===== config.mk =====
export PLATFORM = sky130hd
export DESIGN_NAME = tlb_cam
export DESIGN_NICKNAME = d
export VERILOG_FILES = /design/src/rtl/mips_mem_pkg.sv /design/src/rtl/tlb_match.sv /design/src/rtl/tlb_cam.sv
export SDC_FILE = /design/constraint.sdc
export NUM_CORES = 1
export LEC_CHECK = 0
export ABC_AREA = 1
export CAP_MARGIN = 5
export CORE_ASPECT_RATIO = 0.8
export CORE_MARGIN = 1.5
export CORE_UTILIZATION = 41
export DETAILED_ROUTE_END_ITERATION = 10
export PLACE_DENSITY = 0.61
export SKIP_LAST_GASP = 1
export SLEW_MARGIN = 20
export SYNTH_ARGS = -nofsm -noshare
export SYNTH_HDL_FRONTEND = slang
export SYNTH_SLANG_ARGS = --single-unit
export TNS_END_PERCENT = 20

===== constraint.sdc =====
create_clock -name clk -period 2.89 [get_ports clk]
set_input_delay 0.578 -clock clk [delete_from_list [all_inputs] [get_ports clk]]
set_output_delay 0.578 -clock clk [all_outputs]
set_load 0.03 [all_outputs]

===== src/rtl/mips_mem_pkg.sv =====
// Shared memory-subsystem definitions for the MIPS core: default address
// geometry, the TLB entry layout, the TLB write-arbitration states and a
// constant-friendly ceiling-log2 helper.
package mips_mem_pkg;

    localparam int unsigned DEF_VA_W  = 16;
    localparam int unsigned DEF_PA_W  = 16;
    localparam int unsigned DEF_OFF_W = 8;
    localparam int unsigned DEF_VPN_W = DEF_VA_W - DEF_OFF_W;
    localparam int unsigned DEF_PPN_W = DEF_PA_W - DEF_OFF_W;

    // One translation in the default geometry.
    typedef struct packed {
        logic                 valid;
        logic [DEF_VPN_W-1:0] vpn;
        logic [DEF_PPN_W-1:0] ppn;
    } tlb_entry_t;

    // Write-side arbitration: refills are refused while a flush is held.
    typedef enum logic [0:0] {
        ST_READY    = 1'b0,
        ST_FLUSHING = 1'b1
    } tlb_wr_state_e;

    // Ceiling log2, usable in parameter expressions (clog2(1) = 0).
    function automatic int unsigned clog2(input int unsigned value);
        int unsigned result;
        result = 0;
        for (int unsigned i = 0; i < 32; i++) begin
            if ((32'd1 << i) < value) begin
                result = i + 1;
            end else begin
                result = result;
            end
        end
        return result;
    endfunction

endpackage


===== src/rtl/tlb_match.sv =====
// Parallel VPN compare across all entries with priority encoding. Reports
// the lowest-index valid match and the lowest-index invalid slot.
module tlb_match
    import mips_mem_pkg::*;
#(
    parameter int unsigned ENTRIES = 16,
    parameter int unsigned VPN_W   = 8,
    parameter int unsigned IDX_W   = clog2(ENTRIES)
) (
    input  logic [ENTRIES-1:0] valid,
    input  logic [VPN_W-1:0]   vpn [ENTRIES],
    input  logic [VPN_W-1:0]   key,
    output logic               hit,
    output logic [IDX_W-1:0]   hit_idx,
    output logic               inv_found,
    output logic [IDX_W-1:0]   inv_idx
);

    // Scan from the top down so the lowest matching / free index is left last.
    always_comb begin
        hit       = 1'b0;
        hit_idx   = {IDX_W{1'b0}};
        inv_found = 1'b0;
        inv_idx   = {IDX_W{1'b0}};
        for (int i = int'(ENTRIES) - 1; i >= 0; i--) begin
            if (valid[i] && (vpn[i] == key)) begin
                hit     = 1'b1;
                hit_idx = IDX_W'(i);
            end else begin
                hit     = hit;
                hit_idx = hit_idx;
            end
            if (!valid[i]) begin
                inv_found = 1'b1;
                inv_idx   = IDX_W'(i);
            end else begin
                inv_found = inv_found;
                inv_idx   = inv_idx;
            end
        end
    end

endmodule


===== src/rtl/tlb_cam.sv =====
// Fully associative TLB: one-cycle registered lookup, valid/ready refill with
// same-VPN overwrite, invalid-first then round-robin replacement, full flush,
// occupancy count and a saturating miss counter.
module tlb_cam
    import mips_mem_pkg::*;
#(
    parameter int unsigned ENTRIES    = 16,
    parameter int unsigned VA_W       = DEF_VA_W,
    parameter int unsigned PA_W       = DEF_PA_W,
    parameter int unsigned OFF_W      = DEF_OFF_W,
    parameter int unsigned MISS_CNT_W = 16
) (
    input  logic                      clk,
    input  logic                      rst_n,
    input  logic                      lk_valid,
    input  logic [VA_W-1:0]           lk_vaddr,
    output logic                      rsp_valid,
    output logic                      rsp_hit,
    output logic [PA_W-1:0]           rsp_paddr,
    input  logic                      wr_valid,
    output logic                      wr_ready,
    input  logic [VA_W-OFF_W-1:0]     wr_vpn,
    input  logic [PA_W-OFF_W-1:0]     wr_ppn,
    input  logic                      flush,
    output logic [clog2(ENTRIES):0]   occupancy,
    output logic [MISS_CNT_W-1:0]     miss_count
);

    localparam int unsigned VPN_W = VA_W - OFF_W;
    localparam int unsigned PPN_W = PA_W - OFF_W;
    localparam int unsigned IDX_W = clog2(ENTRIES);
    localparam int unsigned OCC_W = IDX_W + 1;

    // Entry storage: valid bits are reset, page numbers are not.
    logic [ENTRIES-1:0]    valid_r;
    logic [VPN_W-1:0]      vpn_r [ENTRIES];
    logic [PPN_W-1:0]      ppn_r [ENTRIES];
    logic [IDX_W-1:0]      ptr_r;
    logic [OCC_W-1:0]      occ_r;
    logic [MISS_CNT_W-1:0] miss_r;
    logic                  rsp_valid_r;
    logic                  rsp_hit_r;
    logic [PA_W-1:0]       rsp_paddr_r;
    tlb_wr_state_e         state_r;
    tlb_wr_state_e         state_s;
    logic                  wr_ready_s;
    logic                  wr_fire_s;

    logic [VPN_W-1:0]      lk_vpn_s;
    logic                  lk_hit_s;
    logic [IDX_W-1:0]      lk_idx_s;
    logic                  lk_inv_found_s;
    logic [IDX_W-1:0]      lk_inv_idx_s;
    logic                  wr_hit_s;
    logic [IDX_W-1:0]      wr_hit_idx_s;
    logic                  wr_inv_found_s;
    logic [IDX_W-1:0]      wr_inv_idx_s;
    logic [IDX_W-1:0]      wr_idx_s;
    logic                  wr_alloc_s;
    logic                  wr_evict_s;
    logic                  unused_s;

    assign lk_vpn_s  = lk_vaddr[VA_W-1:OFF_W];
    assign wr_fire_s = wr_valid && wr_ready_s;
    // The lookup side never allocates, so its free-slot outputs are dropped.
    assign unused_s  = ^{lk_inv_found_s, lk_inv_idx_s};

    tlb_match #(
        .ENTRIES (ENTRIES),
        .VPN_W   (VPN_W),
        .IDX_W   (IDX_W)
    ) u_match_lk (
        .valid     (valid_r),
        .vpn       (vpn_r),
        .key       (lk_vpn_s),
        .hit       (lk_hit_s),
        .hit_idx   (lk_idx_s),
        .inv_found (lk_inv_found_s),
        .inv_idx   (lk_inv_idx_s)
    );

    tlb_match #(
        .ENTRIES (ENTRIES),
        .VPN_W   (VPN_W),
        .IDX_W   (IDX_W)
    ) u_match_wr (
        .valid     (valid_r),
        .vpn       (vpn_r),
        .key       (wr_vpn),
        .hit       (wr_hit_s),
        .hit_idx   (wr_hit_idx_s),
        .inv_found (wr_inv_found_s),
        .inv_idx   (wr_inv_idx_s)
    );

    // Write-arbitration state register.
    always_ff @(posedge clk or negedge rst_n) begin
        if (!rst_n) begin
            state_r <= ST_READY;
        end else begin
            state_r <= state_s;
        end
    end

    // Next state and ready: refills are refused in any cycle flush is high.
    always_comb begin
        state_s    = state_r;
        wr_ready_s = 1'b1;
        case (state_r)
            ST_READY: begin
                if (flush) begin
                    state_s    = ST_FLUSHING;
                    wr_ready_s = 1'b0;
                end else begin
                    state_s    = ST_READY;
                    wr_ready_s = 1'b1;
                end
            end
            ST_FLUSHING: begin
                if (flush) begin
                    state_s    = ST_FLUSHING;
                    wr_ready_s = 1'b0;
                end else begin
                    state_s    = ST_READY;
                    wr_ready_s = 1'b1;
                end
            end
            default: begin
                state_s    = ST_READY;
                wr_ready_s = !flush;
            end
        endcase
    end

    // Victim choice: same-VPN overwrite, else lowest free slot, else pointer.
    always_comb begin
        wr_idx_s   = ptr_r;
        wr_alloc_s = 1'b0;
        wr_evict_s = 1'b0;
        if (wr_hit_s) begin
            wr_idx_s = wr_hit_idx_s;
        end else if (wr_inv_found_s) begin
            wr_idx_s   = wr_inv_idx_s;
            wr_alloc_s = 1'b1;
        end else begin
            wr_idx_s   = ptr_r;
            wr_evict_s = 1'b1;
        end
    end

    // Valid bits, occupancy and replacement pointer; flush takes precedence.
    always_ff @(posedge clk or negedge rst_n) begin
        if (!rst_n) begin
            valid_r <= {ENTRIES{1'b0}};
            occ_r   <= {OCC_W{1'b0}};
            ptr_r   <= {IDX_W{1'b0}};
        end else if (flush) begin
            valid_r <= {ENTRIES{1'b0}};
            occ_r   <= {OCC_W{1'b0}};
            ptr_r   <= {IDX_W{1'b0}};
        end else if (wr_fire_s) begin
            valid_r[wr_idx_s] <= 1'b1;
            if (wr_alloc_s) begin
                occ_r <= occ_r + OCC_W'(1);
            end else begin
                occ_r <= occ_r;
            end
            if (wr_evict_s) begin
                ptr_r <= ptr_r + IDX_W'(1);
            end else begin
                ptr_r <= ptr_r;
            end
        end else begin
            valid_r <= valid_r;
            occ_r   <= occ_r;
            ptr_r   <= ptr_r;
        end
    end

    // Page-number storage; contents are only meaningful under a valid bit.
    always_ff @(posedge clk) begin
        if (wr_fire_s) begin
            vpn_r[wr_idx_s] <= wr_vpn;
            ppn_r[wr_idx_s] <= wr_ppn;
        end
    end

    // Registered lookup response; a cycle without a request returns zeros.
    always_ff @(posedge clk or negedge rst_n) begin
        if (!rst_n) begin
            rsp_valid_r <= 1'b0;
            rsp_hit_r   <= 1'b0;
            rsp_paddr_r <= {PA_W{1'b0}};
        end else begin
            rsp_valid_r <= lk_valid;
            rsp_hit_r   <= lk_valid && lk_hit_s;
            if (lk_valid && lk_hit_s) begin
                rsp_paddr_r <= {ppn_r[lk_idx_s], lk_vaddr[OFF_W-1:0]};
            end else begin
                rsp_paddr_r <= {PA_W{1'b0}};
            end
        end
    end

    // Saturating miss counter, updated on the edge that registers the miss.
    always_ff @(posedge clk or negedge rst_n) begin
        if (!rst_n) begin
            miss_r <= {MISS_CNT_W{1'b0}};
        end else if (lk_valid && !lk_hit_s && (miss_r != {MISS_CNT_W{1'b1}})) begin
            miss_r <= miss_r + MISS_CNT_W'(1);
        end else begin
            miss_r <= miss_r;
        end
    end

    assign rsp_valid  = rsp_valid_r;
    assign rsp_hit    = rsp_hit_r;
    assign rsp_paddr  = rsp_paddr_r;
    assign wr_ready   = wr_ready_s;
    assign occupancy  = occ_r;
    assign miss_count = miss_r;

endmodule


## Yosys cells after proc, flatten, opt, wreduce, memory -nomap -nowiden

Memories as Yosys holds them, arrays and structs flattened.
Cells that the tools add are included.

| word-level totals | value |
|---|---|
| memory bits (writable) | 128 |
| register bits | 187 |
| bits of input ports | 37 |
| output and inout port bits | 40 |
| memories kept | 1 |

Memory list:

| name | words | bits a word | read ports | clocked after Yosys merged registers in | wr ports | line | RTL |
|---|---|---|---|---|---|---|---|
| ppn_r | 16 | 8 | 1 | 0 | 1 | tlb_cam.sv:37 | `logic [PPN_W-1:0] ppn_r [ENTRIES];` |

| operators by class | value |
|---|---|
| eq/ne operators | 33 |
| $lt $le $gt $ge | 4 |
| reductions and logical operators | 44 |
| mux-type cells | 119 |
| bitwise operators | 2 |
| add/sub/neg operators | 3 |

Operator list:

| operator | count |
|---|---|
| $eq A8 B8 Y1 | 32 |
| $mux W4 | 53 |
| $bwmux W128 | 1 |
| $mux W1 | 56 |
| $mux W16 | 3 |
| $logic_and A1 B1 Y1 | 38 |
| $demux W8 S4 | 1 |
| $add A16 B1 Y16 const B | 1 |
| $ne A16 B16 Y1 const B | 1 |
| $or A16 B16 Y16 | 1 |
| $mux W5 | 3 |
| $mux W8 | 1 |
| $reduce_bool A2 Y1 | 3 |
| $add A5 B1 Y5 const B | 1 |
| $ge A5 B5 Y1 const B | 1 |
| $lt A4 B5 Y1 const B | 1 |
| $lt A5 B1 Y1 const B | 1 |
| $not A4 Y5 | 1 |
| $add A4 B1 Y4 const B | 1 |
| $demux W1 S4 | 1 |
| $ge A4 B1 Y1 const B | 1 |
| $reduce_and A2 Y1 | 2 |
| $logic_not A1 Y1 | 1 |

## Longest topological paths before layout

| logic depth | value |
|---|---|
| depth after elaboration | 26 |
| depth in mapped cells | 31 |
| depth with buffers taken out | 28 |

## By module

From an unflattened synthesis, not the netlist that was laid out.

| second synthesis, totals | value |
|---|---|
| cells, all modules | 1824 |
| area, all modules | 16597.2 um^2 |

Modules (own cells, without submodules):

| module | instances | area an instance (um^2) | cells an instance |
|---|---|---|---|
| tlb_cam | 1 | 11912.7 | 946 |
| tlb_match | 2 | 2342.2 | 439 |

## Least setup slack after synthesis

OpenSTA, ideal clock, no wires.

| timing path | value |
|---|---|
| path type | in2reg |
| from | input port wr_vpn[6] |
| to | memory ppn_r[0][0] (netlist name) (enable) |
| stages | 16 |
| setup time | 388 ps |
| path buffers | 2 |
| data required time | 2502 ps |
| slack | -668 ps |
| arrival | 3170 ps |
| cell sequence | buf_2 buf_4 xor2_1 a2111oi_0 nand4_1 nand2_1 inv_1 nand2_1 nor2_1 nand2_2 nor2_2 a21oi_1 nand2_1 inv_1 nand3_2 nor2_1 |

| between the ends | value |
|---|---|
| cells in the longest elaborated chain, start to end | 19 |
| elaborated cells between the ends (all ways) | 65 |
| classes of those cells | eq/ne: 16; mux: 33; reduce/logical: 16 |

RTL lines:

| item | line | RTL |
|---|---|---|
| from (decl) | tlb_cam.sv:22 | `input logic [VA_W-OFF_W-1:0] wr_vpn,` |
| $eq A8 B8 Y1 | tlb_match.sv:26 | `if (valid[i] && (vpn[i] == key)) begin` |
| $logic_and A1 B1 Y1 | tlb_match.sv:26 |  |
| $mux W4 / $mux W1 (equally long branches) (16 in series) | tlb_match.sv:26 |  |
| $mux W4 * | tlb_cam.sv:140 | `if (wr_hit_s) begin` |
| to (decl) | tlb_cam.sv:37 |  |

Mark *: on every way between the ends. The rest lies on a longest branch, timed or not.

==> reports/qor.yml <==
power_and_ir_drop:
  power_mw: 11.0
  power_per_cell_area_nw_per_um2: 491
  ir_drop_mv: 0.442
  p_leak_nw: 9.30
worst_hold_path:
  hp-class: "in2reg"
logic_synthesis:
  synth_cells: 1574
  synth.cell_area_um2: 15600
  ys_types: 53
  synthMuxAreaShare_pct: 0.0721
  synth_compound_area_share_pct: 9.42
  yosys.area_share.simple_pct: 20.1
  synthAdderAreaFrac_pct: 0.240
  yosys-top-cells-area: "edfxtp_1, dfrtp_1, nand2_1"
  yosys_warnings: 0
  synthXorXnorAreaFrac_pct: 4.88
  synth_nets: 1614
  yosysSeqAreaShare_pct: 58.6
  synth_top_area_share_pct: 49.2
  synth_top_family_by_area: "simple AND/OR/NAND/NOR gates"
  ys_ff_latch: 315
  synth.avg_cell_area_um2: 9.93
  yosysTopAreaCell: "edfxtp_1"
grt:
  grt_pass1_wl_mm: 82.6
  grt_max_degree: 39
  overflow: 0
  antenna_found_initial: 2
  grt.total_usage_pct: 27.8
  grt_pass1_vias: 13600
critical_path:
  critPathLaunchType: "input port"
  cp.required_ps: 3140
  path_cells: "dlygate4sd2_1, buf_6, buf_4, buf_4, xor2_1, a21oi_1, nand3_1, nand2_2, inv_1, nand3_1, nor2_4, nand2_4, buf_4, nor3_2, a22oi_2, buf_6, nand2_2, nand2_4, buf_12, nor2_4, buf_12"
  critical-path-top-delay-family: "buffers and inverters"
  r2r_setup_slack_ps: -230
  path_max_fanout: 8
  critical_path_buf_inv_count: 9
  path_class: "in2reg"
  max_stage_delay_ps: 240
  worst_path_max_delay_cell: "dlygate4sd2_1"
  crit_top_cell: "buf_4"
  endpoint_kind: "flop"
  arrival_ps: 3370
timing:
  tightest_slew_ps: 860
  finClkSkew_ps: 20.5
  fmax_mhz: 320
  relSlewSlack_pct: 42.5
  rsz0062_at_grt: "yes"
  layout_setup_ws_ps: -237
  setup_viol: 270
  hold-worst-slack_ps: 413
  min_period_ps: 3130
  period_share_pct: 108
  slew_viol_final: 0
  setup_tns_ps: -43010
  hold_viol: 0
detailed_routing:
  num_vias: 14300
  drt_iter0_markers: 1880
  ant_nets: 0
  firstDrtPassIters: 6
  wire_per_inst_um: 21.4
  avgViaCountPerCell: 5.60
  drc: 0
  wl_mm: 54.6
die:
  coreArea_um2: 37300
  ios: 77
  die_w_um: 221
  die_h_um: 178
  die_area_um2: 39300
  rows: 63
  start_util_pct: 41.9
cells_and_area:
  layout.nets: 2080
  areaGrowthSynthToFinish_pct: 43.6
  final_cells: 2557
  final_util_pct: 60.2
  fill_cells: 3080
  drive_gt1_share_pct: 30.8
clocking:
  cts_buffer_depth: 3
  clock-sinks: 315
  htree_num_levels: 2
  numCtsBuffers: 36
  cts_root_buffer: "clkbuf_16"
  cts_tree: "built"
  path_clk_slew_ps: 60
  clock_latency_ps: 540
run:
  drv_cap: 0
status:
  status: "finished with violations"
  violations: "setup timing"
place:
  gp_congestion: 0.951
  numPortBuffers: 76
  hpwl_mm: 37.2
  place_inst: 2408
final timing paths:
path,startpoint,to,cells after the start
worst max-delay path,wr_vpn[2],vpn_r[32],21
worst min-delay path,wr_vpn[5],vpn_r[69],2
worst max register to register,vpn_r[4],rsp_paddr[13],27
worst min register to register,miss_count[14],miss_count[14],1
max in group asynchronous,rst_n,miss_count[8],3
min in group asynchronous,rst_n,occupancy[2],2
through the flow:
| stage | instance area, µm² | worst slack [ps] |
|---|---|---|
| 3_5_place_dp | 19600 | -1420 |
| 3_3_place_gp | 19600 | -1470 |
| 4_1_cts | 22000 | -183 |
| 2_1_floorplan | 15800 | -212 |
| 6_report | 22400 | -237 |
| 5_1_grt | 22400 | -392 |
logic make-up (layout without fill, tap and decap cells):
family | count (synthesis) | count (layout)
and+or+nand+nor | 707 | 707
DFF | 315 | 315
AOI/OAI and AO/OA | 231 | 231
buffers and inverters | 230 | 724
xor gates and xnor gates | 87 | 87
adders and majority gates | 3 | 3
muxes | 1 | 1
other | 0 | 2
layout make-up:
class / instances / area (µm²) / share of cell area (%)
multi-input cells: 1029 / 6040 / 26.9
clock inverters: 20 / 229 / 1.02
repair inverters: 2 / 7.51 / 0.0335
inverters: 165 / 649 / 2.89
clock buffers: 46 / 960 / 4.28
repair buffers: 491 / 4760 / 21.2
diodes: 2 / 5.00 / 0.0223
flip-flops and latches: 315 / 9160 / 40.9
well taps: 487 / 609 / 2.72
report_power, final:
part           switching, mW  internal, mW  leakage [nW]  total [mW]
clock network           1.87          2.81         0.582        4.67
registers             0.0735          5.00          3.11        5.07
logic                  0.733         0.541          5.61        1.27
cells in the final DEF, fill, tap and decap left out, types with 30 or more instances in the layout:
| master | n |
|---|---|
| o22ai_1 | 67 |
| clkbuf_16 | 40 |
| inv_1 | 145 |
| edfxtp_1 | 256 |
| clkdlybuf4s50_1 | 59 |
| a21oi_1 | 37 |
| buf_12 | 49 |
| nor2_1 | 105 |
| buf_4 | 332 |
| o21ai_0 | 39 |
| nand3_1 | 147 |
| nand2_2 | 30 |
| xor2_1 | 65 |
| dfrtp_1 | 59 |
| nand2_1 | 263 |
flip-flops by register name, summed over array words and instances, names as in the netlist, 4 cells and up:
signal	count
vpn_r	128
valid_r	16
rsp_paddr	16
miss_count	16
ppn_r	128
occupancy	5
ptr_r	4
what timing repair did:
item,4_1_cts,5_1_grt
hold endpoints to repair,16,0
resized for setup,136,69
setup buffers,56,12
gates cloned,11,3
pin swaps,72,49
endpoints found under the setup margin,309,298
hold buffers,1,0
synthesized netlist by cell type, drive strengths merged:
cell / instances
and3: 3
or3: 1
xor2: 65
nand3: 180
a22oi: 1
a2111oi: 15
clkbuf: 9
dfrtp: 59
nor2: 141
mux2: 1
nor3: 27
nand2: 303
o31ai: 1
xnor2: 22
o221ai: 1
or2: 3
nand4: 25
ha: 3
a211oi: 11
o2111ai: 7
o21a: 2
a32o: 1
clkinv: 2
inv: 163
o22ai: 67
nand3b: 1
and2: 1
a31oi: 4
edfxtp: 256
nor4: 16
o21bai: 2
a21oi: 45
a221oi: 15
nor3b: 6
buf: 56
o21ai: 50
o211ai: 9
layer usage:
layer | vias up | part of all wire, % | global-route usage [%]
met2 | 815 | 43 | 42.3
li1 | 6473 | - | -
met3 | 110 | 10 | 4.77
met5 | - | 0 | 0
met4 | 0 | 2.7 | 8.53
met1 | 6917 | 44 | 40.6
Power figures use the tool's default switching activity.
